===== src/rtl/cpu_pkg.sv =====
// -----------------------------------------------------------------------------
// cpu_pkg
// Definitions shared by the CPU front end (ifetch_unit) and the main decoder
// (maindec): reset fetch address, canonical NOP, fetch FSM state encoding and
// the instruction bit-slice positions of opcode/funct3.
// -----------------------------------------------------------------------------
package cpu_pkg;

    // First fetch address after reset.
    localparam logic [31:0] CPU_RESET_PC  = 32'h0000_0000;

    // ADDI x0,x0,0 : what the instruction register shows when it holds nothing.
    localparam logic [31:0] CPU_NOP_INSTR = 32'h0000_0013;

    // Instruction field positions (RV32 base encoding).
    localparam int OPCODE_LSB = 0;
    localparam int OPCODE_W   = 7;
    localparam int FUNCT3_LSB = 12;
    localparam int FUNCT3_W   = 3;

    // Fetch FSM states.
    //   FETCH_IDLE : no memory request outstanding
    //   FETCH_REQ  : memory request outstanding, waiting for imem_ack
    //   FETCH_BUF  : a fetched word is parked in the skid buffer
    typedef enum logic [1:0] {
        FETCH_IDLE = 2'd0,
        FETCH_REQ  = 2'd1,
        FETCH_BUF  = 2'd2
    } fetch_state_t;

    function automatic logic [OPCODE_W-1:0] instr_opcode(input logic [31:0] instr);
        return instr[OPCODE_LSB +: OPCODE_W];
    endfunction

    function automatic logic [FUNCT3_W-1:0] instr_funct3(input logic [31:0] instr);
        return instr[FUNCT3_LSB +: FUNCT3_W];
    endfunction

endpackage


===== src/rtl/ifetch_skid.sv =====
// -----------------------------------------------------------------------------
// ifetch_skid
// One-entry skid buffer holding a fetched instruction word and its address
// while the instruction register is still occupied by a stalled instruction.
//
// Ports
//   clock      in   clock, rising edge
//   reset_     in   asynchronous active-low reset
//   load       in   capture load_data/load_addr, set valid
//   unload     in   entry has been taken by the consumer, clear valid
//   clear      in   flush (redirect); highest priority
//   load_data  in   32-bit instruction word to capture
//   load_addr  in   32-bit address of that word
//   data       out  held instruction word
//   addr       out  held address
//   valid      out  entry is occupied
// -----------------------------------------------------------------------------
module ifetch_skid
    import cpu_pkg::*;
(
    input  logic        clock,
    input  logic        reset_,
    input  logic        load,
    input  logic        unload,
    input  logic        clear,
    input  logic [31:0] load_data,
    input  logic [31:0] load_addr,
    output logic [31:0] data,
    output logic [31:0] addr,
    output logic        valid
);

    always_ff @(posedge clock or negedge reset_) begin
        if (!reset_) begin
            data  <= CPU_NOP_INSTR;
            addr  <= CPU_RESET_PC;
            valid <= 1'b0;
        end else if (clear) begin
            valid <= 1'b0;
        end else if (load) begin
            data  <= load_data;
            addr  <= load_addr;
            valid <= 1'b1;
        end else if (unload) begin
            valid <= 1'b0;
        end
    end

endmodule


===== src/rtl/ifetch_unit.sv =====
// -----------------------------------------------------------------------------
// ifetch_unit
// Instruction fetch stage. Issues one word read at a time to instruction
// memory, presents the returned word in an instruction register (ir) to the
// decoder, and handles stalls (via a one-entry skid buffer) and redirects
// (flush, drop any in-flight fetch, refetch from the target).
//
// Parameters
//   RESET_PC   first fetch address after reset
//   NOP_INSTR  ir content whenever no valid instruction is held
//
// Ports
//   clock        in   clock, rising edge
//   reset_       in   asynchronous active-low reset
//   imem_req     out  instruction-memory read request
//   imem_addr    out  word-aligned fetch address (valid while imem_req=1)
//   imem_ack     in   one-cycle strobe, imem_rdata valid in the same cycle
//   imem_rdata   in   fetched instruction word
//   stall        in   decoder not accepting ir this cycle
//   redirect     in   taken branch/jump: flush and refetch
//   redirect_pc  in   redirect target, bits [1:0] ignored
//   ir           out  instruction register
//   ir_pc        out  address of the instruction in ir
//   ir_valid     out  ir holds a real instruction (consumed when stall=0)
//   opcode       out  ir[6:0]
//   funct3       out  ir[14:12]
// -----------------------------------------------------------------------------
module ifetch_unit
    import cpu_pkg::*;
#(
    parameter logic [31:0] RESET_PC  = CPU_RESET_PC,
    parameter logic [31:0] NOP_INSTR = CPU_NOP_INSTR
) (
    input  logic                clock,
    input  logic                reset_,
    output logic                imem_req,
    output logic [31:0]         imem_addr,
    input  logic                imem_ack,
    input  logic [31:0]         imem_rdata,
    input  logic                stall,
    input  logic                redirect,
    input  logic [31:0]         redirect_pc,
    output logic [31:0]         ir,
    output logic [31:0]         ir_pc,
    output logic                ir_valid,
    output logic [OPCODE_W-1:0] opcode,
    output logic [FUNCT3_W-1:0] funct3
);

    fetch_state_t state_reg, state_next;
    logic [31:0]  pc_reg, pc_next;
    logic [31:0]  req_addr_reg, req_addr_next;
    logic         drop_reg, drop_next;
    logic [31:0]  ir_reg, ir_next;
    logic [31:0]  ir_pc_reg, ir_pc_next;
    logic         ir_valid_reg, ir_valid_next;

    logic         skid_load, skid_unload, skid_clear;
    logic [31:0]  skid_data, skid_addr;
    logic         skid_valid;

    logic         ir_free;
    logic         ir_consume;
    logic [31:0]  redirect_target;
    logic [31:0]  req_addr_plus4;

    // ir can take a new word this cycle if it is empty or being consumed.
    assign ir_free         = !ir_valid_reg || !stall;
    assign ir_consume      = ir_valid_reg && !stall;
    assign redirect_target = {redirect_pc[31:2], 2'b00};
    // Natural 32-bit overflow gives the required wrap 32'hFFFF_FFFC -> 0.
    assign req_addr_plus4  = req_addr_reg + 32'd4;

    ifetch_skid u_skid (
        .clock     (clock),
        .reset_    (reset_),
        .load      (skid_load),
        .unload    (skid_unload),
        .clear     (skid_clear),
        .load_data (imem_rdata),
        .load_addr (req_addr_reg),
        .data      (skid_data),
        .addr      (skid_addr),
        .valid     (skid_valid)
    );

    // -------------------------------------------------------------------------
    // State register (all fetch state, async reset)
    // -------------------------------------------------------------------------
    always_ff @(posedge clock or negedge reset_) begin
        if (!reset_) begin
            state_reg    <= FETCH_IDLE;
            pc_reg       <= RESET_PC;
            req_addr_reg <= RESET_PC;
            drop_reg     <= 1'b0;
            ir_reg       <= NOP_INSTR;
            ir_pc_reg    <= RESET_PC;
            ir_valid_reg <= 1'b0;
        end else begin
            state_reg    <= state_next;
            pc_reg       <= pc_next;
            req_addr_reg <= req_addr_next;
            drop_reg     <= drop_next;
            ir_reg       <= ir_next;
            ir_pc_reg    <= ir_pc_next;
            ir_valid_reg <= ir_valid_next;
        end
    end

    // -------------------------------------------------------------------------
    // Next-state and output logic
    // -------------------------------------------------------------------------
    always_comb begin
        state_next    = state_reg;
        pc_next       = pc_reg;
        req_addr_next = req_addr_reg;
        drop_next     = drop_reg;
        ir_next       = ir_reg;
        ir_pc_next    = ir_pc_reg;
        ir_valid_next = ir_valid_reg;
        skid_load     = 1'b0;
        skid_unload   = 1'b0;
        skid_clear    = 1'b0;
        imem_req      = (state_reg == FETCH_REQ);
        imem_addr     = req_addr_reg;

        // A consumed instruction leaves ir empty unless a new word replaces it
        // below. ir_pc is left alone; it is meaningless while ir_valid=0.
        if (ir_consume) begin
            ir_next       = NOP_INSTR;
            ir_valid_next = 1'b0;
        end

        if (redirect) begin
            // Redirect wins over everything: flush ir and the skid entry.
            pc_next       = redirect_target;
            ir_next       = NOP_INSTR;
            ir_valid_next = 1'b0;
            skid_clear    = 1'b1;
            if (state_reg == FETCH_REQ) begin
                if (imem_ack) begin
                    // The ack closes the request; its data is simply ignored.
                    state_next = FETCH_IDLE;
                    drop_next  = 1'b0;
                end else begin
                    // Memory still owes us a word: wait for it and discard it.
                    drop_next  = 1'b1;
                end
            end else begin
                state_next = FETCH_IDLE;
            end
        end else begin
            unique case (state_reg)
                FETCH_IDLE: begin
                    if (ir_free) begin
                        req_addr_next = pc_reg;
                        state_next    = FETCH_REQ;
                    end
                end

                FETCH_REQ: begin
                    if (imem_ack) begin
                        if (drop_reg) begin
                            // Word belongs to a pre-redirect fetch.
                            drop_next  = 1'b0;
                            state_next = FETCH_IDLE;
                        end else if (ir_free) begin
                            ir_next       = imem_rdata;
                            ir_pc_next    = req_addr_reg;
                            ir_valid_next = 1'b1;
                            pc_next       = req_addr_plus4;
                            state_next    = FETCH_IDLE;
                        end else begin
                            // ir is held by a stalled instruction: park the word.
                            skid_load  = 1'b1;
                            pc_next    = req_addr_plus4;
                            state_next = FETCH_BUF;
                        end
                    end
                end

                FETCH_BUF: begin
                    if (!skid_valid) begin
                        // Nothing parked (should not happen); recover to IDLE.
                        state_next = FETCH_IDLE;
                    end else if (!stall) begin
                        ir_next       = skid_data;
                        ir_pc_next    = skid_addr;
                        ir_valid_next = 1'b1;
                        skid_unload   = 1'b1;
                        state_next    = FETCH_IDLE;
                    end
                end

                default: begin
                    state_next = FETCH_IDLE;
                end
            endcase
        end
    end

    assign ir       = ir_reg;
    assign ir_pc    = ir_pc_reg;
    assign ir_valid = ir_valid_reg;
    assign opcode   = instr_opcode(ir_reg);
    assign funct3   = instr_funct3(ir_reg);

endmodule


===== config.mk =====
export PLATFORM = sky130hd
export DESIGN_NAME = ifetch_unit
export DESIGN_NICKNAME = d
export VERILOG_FILES = /design/src/rtl/cpu_pkg.sv /design/src/rtl/ifetch_skid.sv /design/src/rtl/ifetch_unit.sv
export SDC_FILE = /design/constraint.sdc
export NUM_CORES = 1
export LEC_CHECK = 0
export CAP_MARGIN = 20
export CORE_MARGIN = 5
export CORE_UTILIZATION = 47
export DETAILED_ROUTE_END_ITERATION = 8
export PLACE_DENSITY = 0.76
export SYNTH_ARGS = -nofsm -noshare
export SYNTH_HDL_FRONTEND = slang
export SYNTH_SLANG_ARGS = --single-unit

===== constraint.sdc =====
create_clock -name clock -period 2 [get_ports clock]
set_clock_uncertainty 0.1 [all_clocks]
set_input_delay 0.4 -clock clock [delete_from_list [all_inputs] [get_ports clock]]
set_output_delay 0.4 -clock clock [all_outputs]
set_load 0.01 [all_outputs]

==> metrics.csv, run 1 <==
metric,value,unit
status,"complete, no violations",
HPWL after DPL,17.3,mm
Syn Nets,875,
Synth top cells by count,"dfrtp_1, mux2_2, mux2_1",
mean number of vias per cell,5.71,
DP Area,0.0119,mm2
crit end category,flop,
startpoint types,flop,
Synth Area in Adders,0.00668,
Post-DRT Antenna Nets,0,
design area,0.0129,mm2
"Avg Cell Area, Syn",11.7,um2
largest family of logic cells by synthesized area,multiplexers,
sequential share of power,0.404,
WS Path Type,reg -> reg,
H-tree levels,4,
Yosys top cell area share,0.510,
clock-pin slew on the worst setup and hold paths,0.07,ns
"Distinct cells, synth",47,
initial drt markers,676,
Final setup viols,0,
CP Max Fanout,4,
core area,0.0195,mm2
maximum vdd drop,665,uV
Ys Warns,0,
CTS tree,done,
I/O Pins,177,
Sw Share,0.303,
Comb power frac,0.314,
initial antenna violation count,0,
Power Total,12.7,mW
area grow syn2layout,37.3,%
FILL cells,1522,
max incr delay on CP,0.54,ns
Worst-Skew Late Latency,0.44,ns
final worst-path cycle share,0.994,
cell chain of the critical path,"buf_4, nand4_1, nor4_1, nand4_1, xor2_1, o21ai_1",
Rel. slew slack,0.667,
hold crit path type,in -> async,
die area,0.0229,mm2
Finished Layout Cells,1293,
largest cells by area after synthesis,"dfrtp_1, mux2_2, mux2_1",
Setup TNS,0,ns
Bufs on Longest Clock Path,2,
total grt overflow,0,
compound-cell area share of the yosys netlist,0.110,
Routability Congestion,0.812,
Post-synth EDFFs,0,
fin crit period,1.99,ns
"delay-heaviest family, CP",simple AND/OR/NAND/NOR gates,
final WL,25.9,mm
Synth Area in XOR/XNOR,0.0252,
first-pass GRT wire length,40.5,mm
vias in the first global route,7563,
post-synthesis simple-gate area fraction,0.0979,
#FFs+latches synth,197,
Die W,151,um
fmax,0.503,GHz
Lkg Pwr,5.66,nW
via count,7386,
Tightest Pin Transition,0.495,ns
critical path arrival,2.20,ns
total CTS buffers,17,
die height,151,um
Initial Util,0.480,
routed length per instance,20.0,um
# DRC,0,
Port Buffers,174,
DP Cell Count,1248,
layout cells sized above 1,0.256,
Clk pwr share,0.282,
required time worst endpoint,2.21,ns
PD cells,989,mW/mm2
max-slew violation count,0,
Final WS setup,0.0128,ns
Root Driver,clkbuf_16,
"Async S/R FF share, synth",1.00,
main flop type after synthesis,dfrtp_1,
mux cell area share after synthesis,0.193,
largest net degree at the start of global routing,76,
Site Rows,51,
Hold Fails Final Rpt,0,
GRT Total Usage,0.226,
Psw,3.85,mW
most common cell in the netlist,dfrtp_1,
clk sinks,197,
Internal,8.87,mW
register area share after synthesis,0.527,
# Max-Cap Violations,0,
Most common cell on crit path,nand4_1,
dpl ws,-0.477,ns
TritonRoute pass-1 iters,5,
Worst Path Buf+Inv,1,
layout net count,1089,
Critical Path Slowest Stage Cell,nor4_1,
largest area contributor in the netlist,dfrtp_1,
ANT cells,0,
mapped cell area,0.00937,mm2
Post-Synthesis Cells,801,
routing by layer:
| layer | global-route usage | part of all wire | vias to the layer above |
|---|---|---|---|
| li1 | - | - | 3336 |
| met1 | 0.303 | 0.43 | 3775 |
| met3 | 0.0476 | 0.051 | 40 |
| met4 | 0.0689 | 0.019 | 0 |
| met5 | 0 | 0 | - |
| met2 | 0.372 | 0.50 | 235 |
cell usage in the layout (no fill, tap or decap), types with 16 or more instances in the layout:
cell | netlist | routed
a21o_1 | 23 | 23
a21oi_1 | 60 | 57
a22oi_1 | 30 | 30
and3_1 | 25 | 25
buf_12 | 0 | 17
buf_4 | 20 | 60
clkbuf_16 | 0 | 21
clkdlybuf4s50_1 | 0 | 141
dfrtp_1 | 191 | 183
dlygate4sd2_1 | 0 | 24
mux2_1 | 74 | 60
mux2_2 | 84 | 82
mux2_4 | 0 | 16
nand2_1 | 29 | 27
nand3_1 | 59 | 58
o21ai_0 | 17 | 16
o21ai_1 | 18 | 19
xor2_1 | 17 | 17
through the flow:
| stage | hold slack, ns | utilization |
|---|---|---|
| after global routing | 0.376 | 0.659 |
| after detailed placement | 0.281 | 0.612 |
| final | 0.366 | 0.659 |
| after floorplan | 0.00441 | - |
| after global placement | 0.280 | 0.612 |
| after CTS | 0.353 | 0.646 |
final cells by class:
type,instances,area [um2],area share
clock buffer,19,443,0.0344
clock inverter,13,171,0.0133
inverter,9,36.3,0.00282
multi-input combinational,528,4230,0.329
sequential,197,4950,0.385
tap,265,332,0.0258
timing repair buffer,262,2700,0.210
path summary, 6_finish.rpt:
| check | startpoint | depth (start not counted) | slack, ns | to |
|---|---|---|---|---|
| worst max-delay path | imem_addr[2] | 6 | 0.01 | pc_reg[31] |
| worst min-delay path | reset_ | 2 | 0.37 | ir[22] |
| worst max register to register | imem_addr[2] | 6 | 0.01 | pc_reg[31] |
| worst min register to register | u_skid.addr[2] | 1 | 0.38 | u_skid.addr[2] |
| max in group asynchronous | reset_ | 3 | 0.77 | imem_addr[28] |
| min in group clock | redirect | 3 | 0.38 | u_skid.valid |
power groups by stage:
stage / sequential (mW) / combinational [mW] / clock, mW
6_report: 5.14 / 3.99 / 3.59
4_1_cts: 5.12 / 3.87 / 3.67
2_1_floorplan: 5.43 / 1.44 / 0
3_5_place_dp: 5.20 / 3.87 / 0
5_1_grt: 5.22 / 4.29 / 3.84
3_3_place_gp: 5.18 / 3.79 / 0
cell families after synthesis:
group | after synthesis
AND/OR/NAND/NOR | 168
XOR/XNOR | 27
AO/OA/AOI/OAI | 167
buffers and inverters | 76
flip-flops | 197
adder cells (fa/ha/maj) | 5
multiplexers | 161
timing repair:
action | 4_1_cts | 5_1_grt
gates resized for setup | 43 | 31
pin swaps | 1 | 5
gates cloned | 1 | 4
endpoints found under the setup margin | 84 | 80
hold endpoints to repair | 44 | 0
hold buffers | 1 | 0
buffers inserted | 5 | 2
No activity file was read; power rests on OpenSTA's default activity.
==> run 2: changes to the inputs <==
- CORE_MARGIN: 5 -> unset
- SLEW_MARGIN: unset -> 20
==> run 2 against run 1 <==
The run now ends with setup timing left. Power is 2.8% higher. Sequential share of layout area is 1.6 points lower. Largest power group unchanged. Count of clock-buffer cells in the layout is 2 lower. Routed wire length is 8.9% higher. Worst setup slack worse by 0.088 ns. Critical path type unchanged. Global-route usage is 2.4 points higher. Die area is 10% lower. Worst hold slack worse by 0.013 ns.
==> metrics.csv, run 2 (same netlist as run 1, synthesis figures left out) <==
metric,value,unit,change
status,finished with violations,,"was complete, no violations"
failing checks,setup timing,,
max-slew violation count,0,,unchanged
hold crit path type,in -> reg,,was in -> async
die area,0.0205,mm2,was 0.0229 mm2
core area,0.0195,mm2,unchanged
Die W,143,um,was 151 um
Root Driver,clkbuf_16,,unchanged
critical path arrival,2.30,ns,was 2.20 ns
start point of the worst hold path,redirect,,
GRT Total Usage,0.250,,was 0.226
RR Endpoint,ir_pc[22],,was pc_reg[31]
Worst-Skew Late Latency,0.44,ns,about the same
Lkg Pwr,5.99,nW,was 5.66 nW
design area,0.0134,mm2,was 0.0129 mm2
initial drt markers,662,,was 676
layout cells sized above 1,0.325,,was 0.256
initial antenna violation count,0,,unchanged
maximum vdd drop,684,uV,was 665 uV
DP Area,0.0120,mm2,was 0.0119 mm2
Final WS setup,-0.0751,ns,was 0.0128 ns
Worst Setup EP,ir_pc[22],,was pc_reg[31]
Hold Fails Final Rpt,0,,unchanged
total CTS buffers,17,,unchanged
die height,143,um,was 151 um
total grt overflow,0,,unchanged
crit end category,flop,,unchanged
routed length per instance,21.5,um,was 20.0 um
WS Path Type,reg -> reg,,unchanged
dpl ws,-0.359,ns,was -0.477 ns
HPWL after DPL,16.8,mm,was 17.3 mm
# DRC,0,,unchanged
ANT cells,0,,unchanged
area grow syn2layout,43.3,%,was 37.3%
Tightest Pin Transition,0.536,ns,was 0.495 ns
I/O Pins,177,,unchanged
clock-pin slew on the worst setup and hold paths,0.07,ns,about the same
Final setup viols,57,,was 0
startpoint types,flop,,unchanged
PD cells,974,mW/mm2,was 989 mW/mm2
Routability Congestion,0.848,,was 0.812
CTS tree,done,,unchanged
required time worst endpoint,2.22,ns,was 2.21 ns
Power Total,13.1,mW,was 12.7 mW
fin crit period,2.08,ns,was 1.99 ns
Port Buffers,174,,unchanged
TritonRoute pass-1 iters,5,,unchanged
crit path from,state_reg[0],,was imem_addr[2]
register-to-register setup slack,-0.08,ns,was 0.01 ns
H-tree levels,4,,unchanged
CP Max Fanout,8,,was 4
"commonest non-fill, non-tap cell in the layout",dfrtp_1,,unchanged
# Max-Cap Violations,0,,unchanged
Post-DRT Antenna Nets,0,,unchanged
Site Rows,51,,unchanged
final WL,28.2,mm,was 25.9 mm
first-pass GRT wire length,39.5,mm,was 40.5 mm
Rel. slew slack,0.640,,was 0.667
via count,7680,,was 7386
worst r2r src,state_reg[0],,was imem_addr[2]
fmax,0.482,GHz,was 0.503 GHz
most frequent cells in the layout,"dfrtp_1, clkdlybuf4s50_1, mux2_4, buf_4, mux2_2",,"was dfrtp_1, clkdlybuf4s50_1, mux2_2, mux2_1, buf_4"
Worst Reg-to-Reg Cells,9,,was 6
vias in the first global route,7396,,was 7563
Bufs on Longest Clock Path,2,,unchanged
final worst-path cycle share,1.04,,was 0.994
Initial Util,0.480,,unchanged
RSZ-0062 raised after global routing,yes,,
largest net degree at the start of global routing,59,,was 76
clk sinks,197,,unchanged
mean number of vias per cell,5.85,,was 5.71
layout net count,1108,,was 1089
minimum hold slack,0.353,ns,was 0.366 ns
-- run 2: cell type report --
class | instances | area, um2
clock buffer | 17 | 425
clock inverter | 15 | 193
fill | 1388 | 6100
inverter | 9 | 36.3
multi-input combinational | 528 | 4480
sequential | 197 | 4950
tap | 265 | 332
timing repair buffer | 281 | 3010
-- run 2: worst max-delay path, stage by stage, from the launching register on --
cell and delay, ns:
dfrtp_2 0.44, inv_2 0.11, ha_4 0.16, inv_1 0.07, a21oi_1 0.18, nor2_2 0.08
o211ai_1 0.12, buf_6 0.21, clkbuf_16 0.20, mux2_4 0.30
-- run 2: metal layers --
layer / vias to the layer above / global-route usage / routed length, um
met2: 366 / 0.406 / 13900
met5: - / 0 / 0
met3: 57 / 0.0463 / 1840
met1: 3886 / 0.332 / 11800
li1: 3371 / - / -
met4: 0 / 0.0951 / 692
-- run 2: power breakdown --
group | internal (mW) | total, mW | switching (mW)
sequential | 4.65 | 5.15 | 0.495
combinational | 2.44 | 4.33 | 1.89
clock | 1.91 | 3.60 | 1.68
-- run 2: how the worst min path moves through the flow --
stage | end | depth (start not counted)
after floorplan | drop_reg | 0
after global placement | ir_pc[20] | 1
after detailed placement | ir_pc[20] | 1
after CTS | ir[9] | 3
after global routing | pc_reg[1] | 3
final | pc_reg[1] | 3
-- run 2: stage by stage --
stage / setup TNS, ns / util / cells
floorplan: -4.50 / - / 801
finish: -2.14 / 0.687 / 1312
CTS: 0 / 0.649 / 1294
global route: -9.35 / 0.687 / 1312
global placement: -37.56 / 0.613 / 1256
detailed placement: -43.71 / 0.613 / 1256
-- run 2: what timing repair did --
| action | in CTS | in global routing |
|---|---|---|
| endpoints found under the setup margin | 83 | 153 |
| pin swaps | 1 | 4 |
| hold endpoints to repair | 48 | 0 |
| cloned | 0 | 12 |
| setup buffers | 5 | 6 |
| resized for setup | 35 | 116 |
| hold buffers | 1 | 0 |
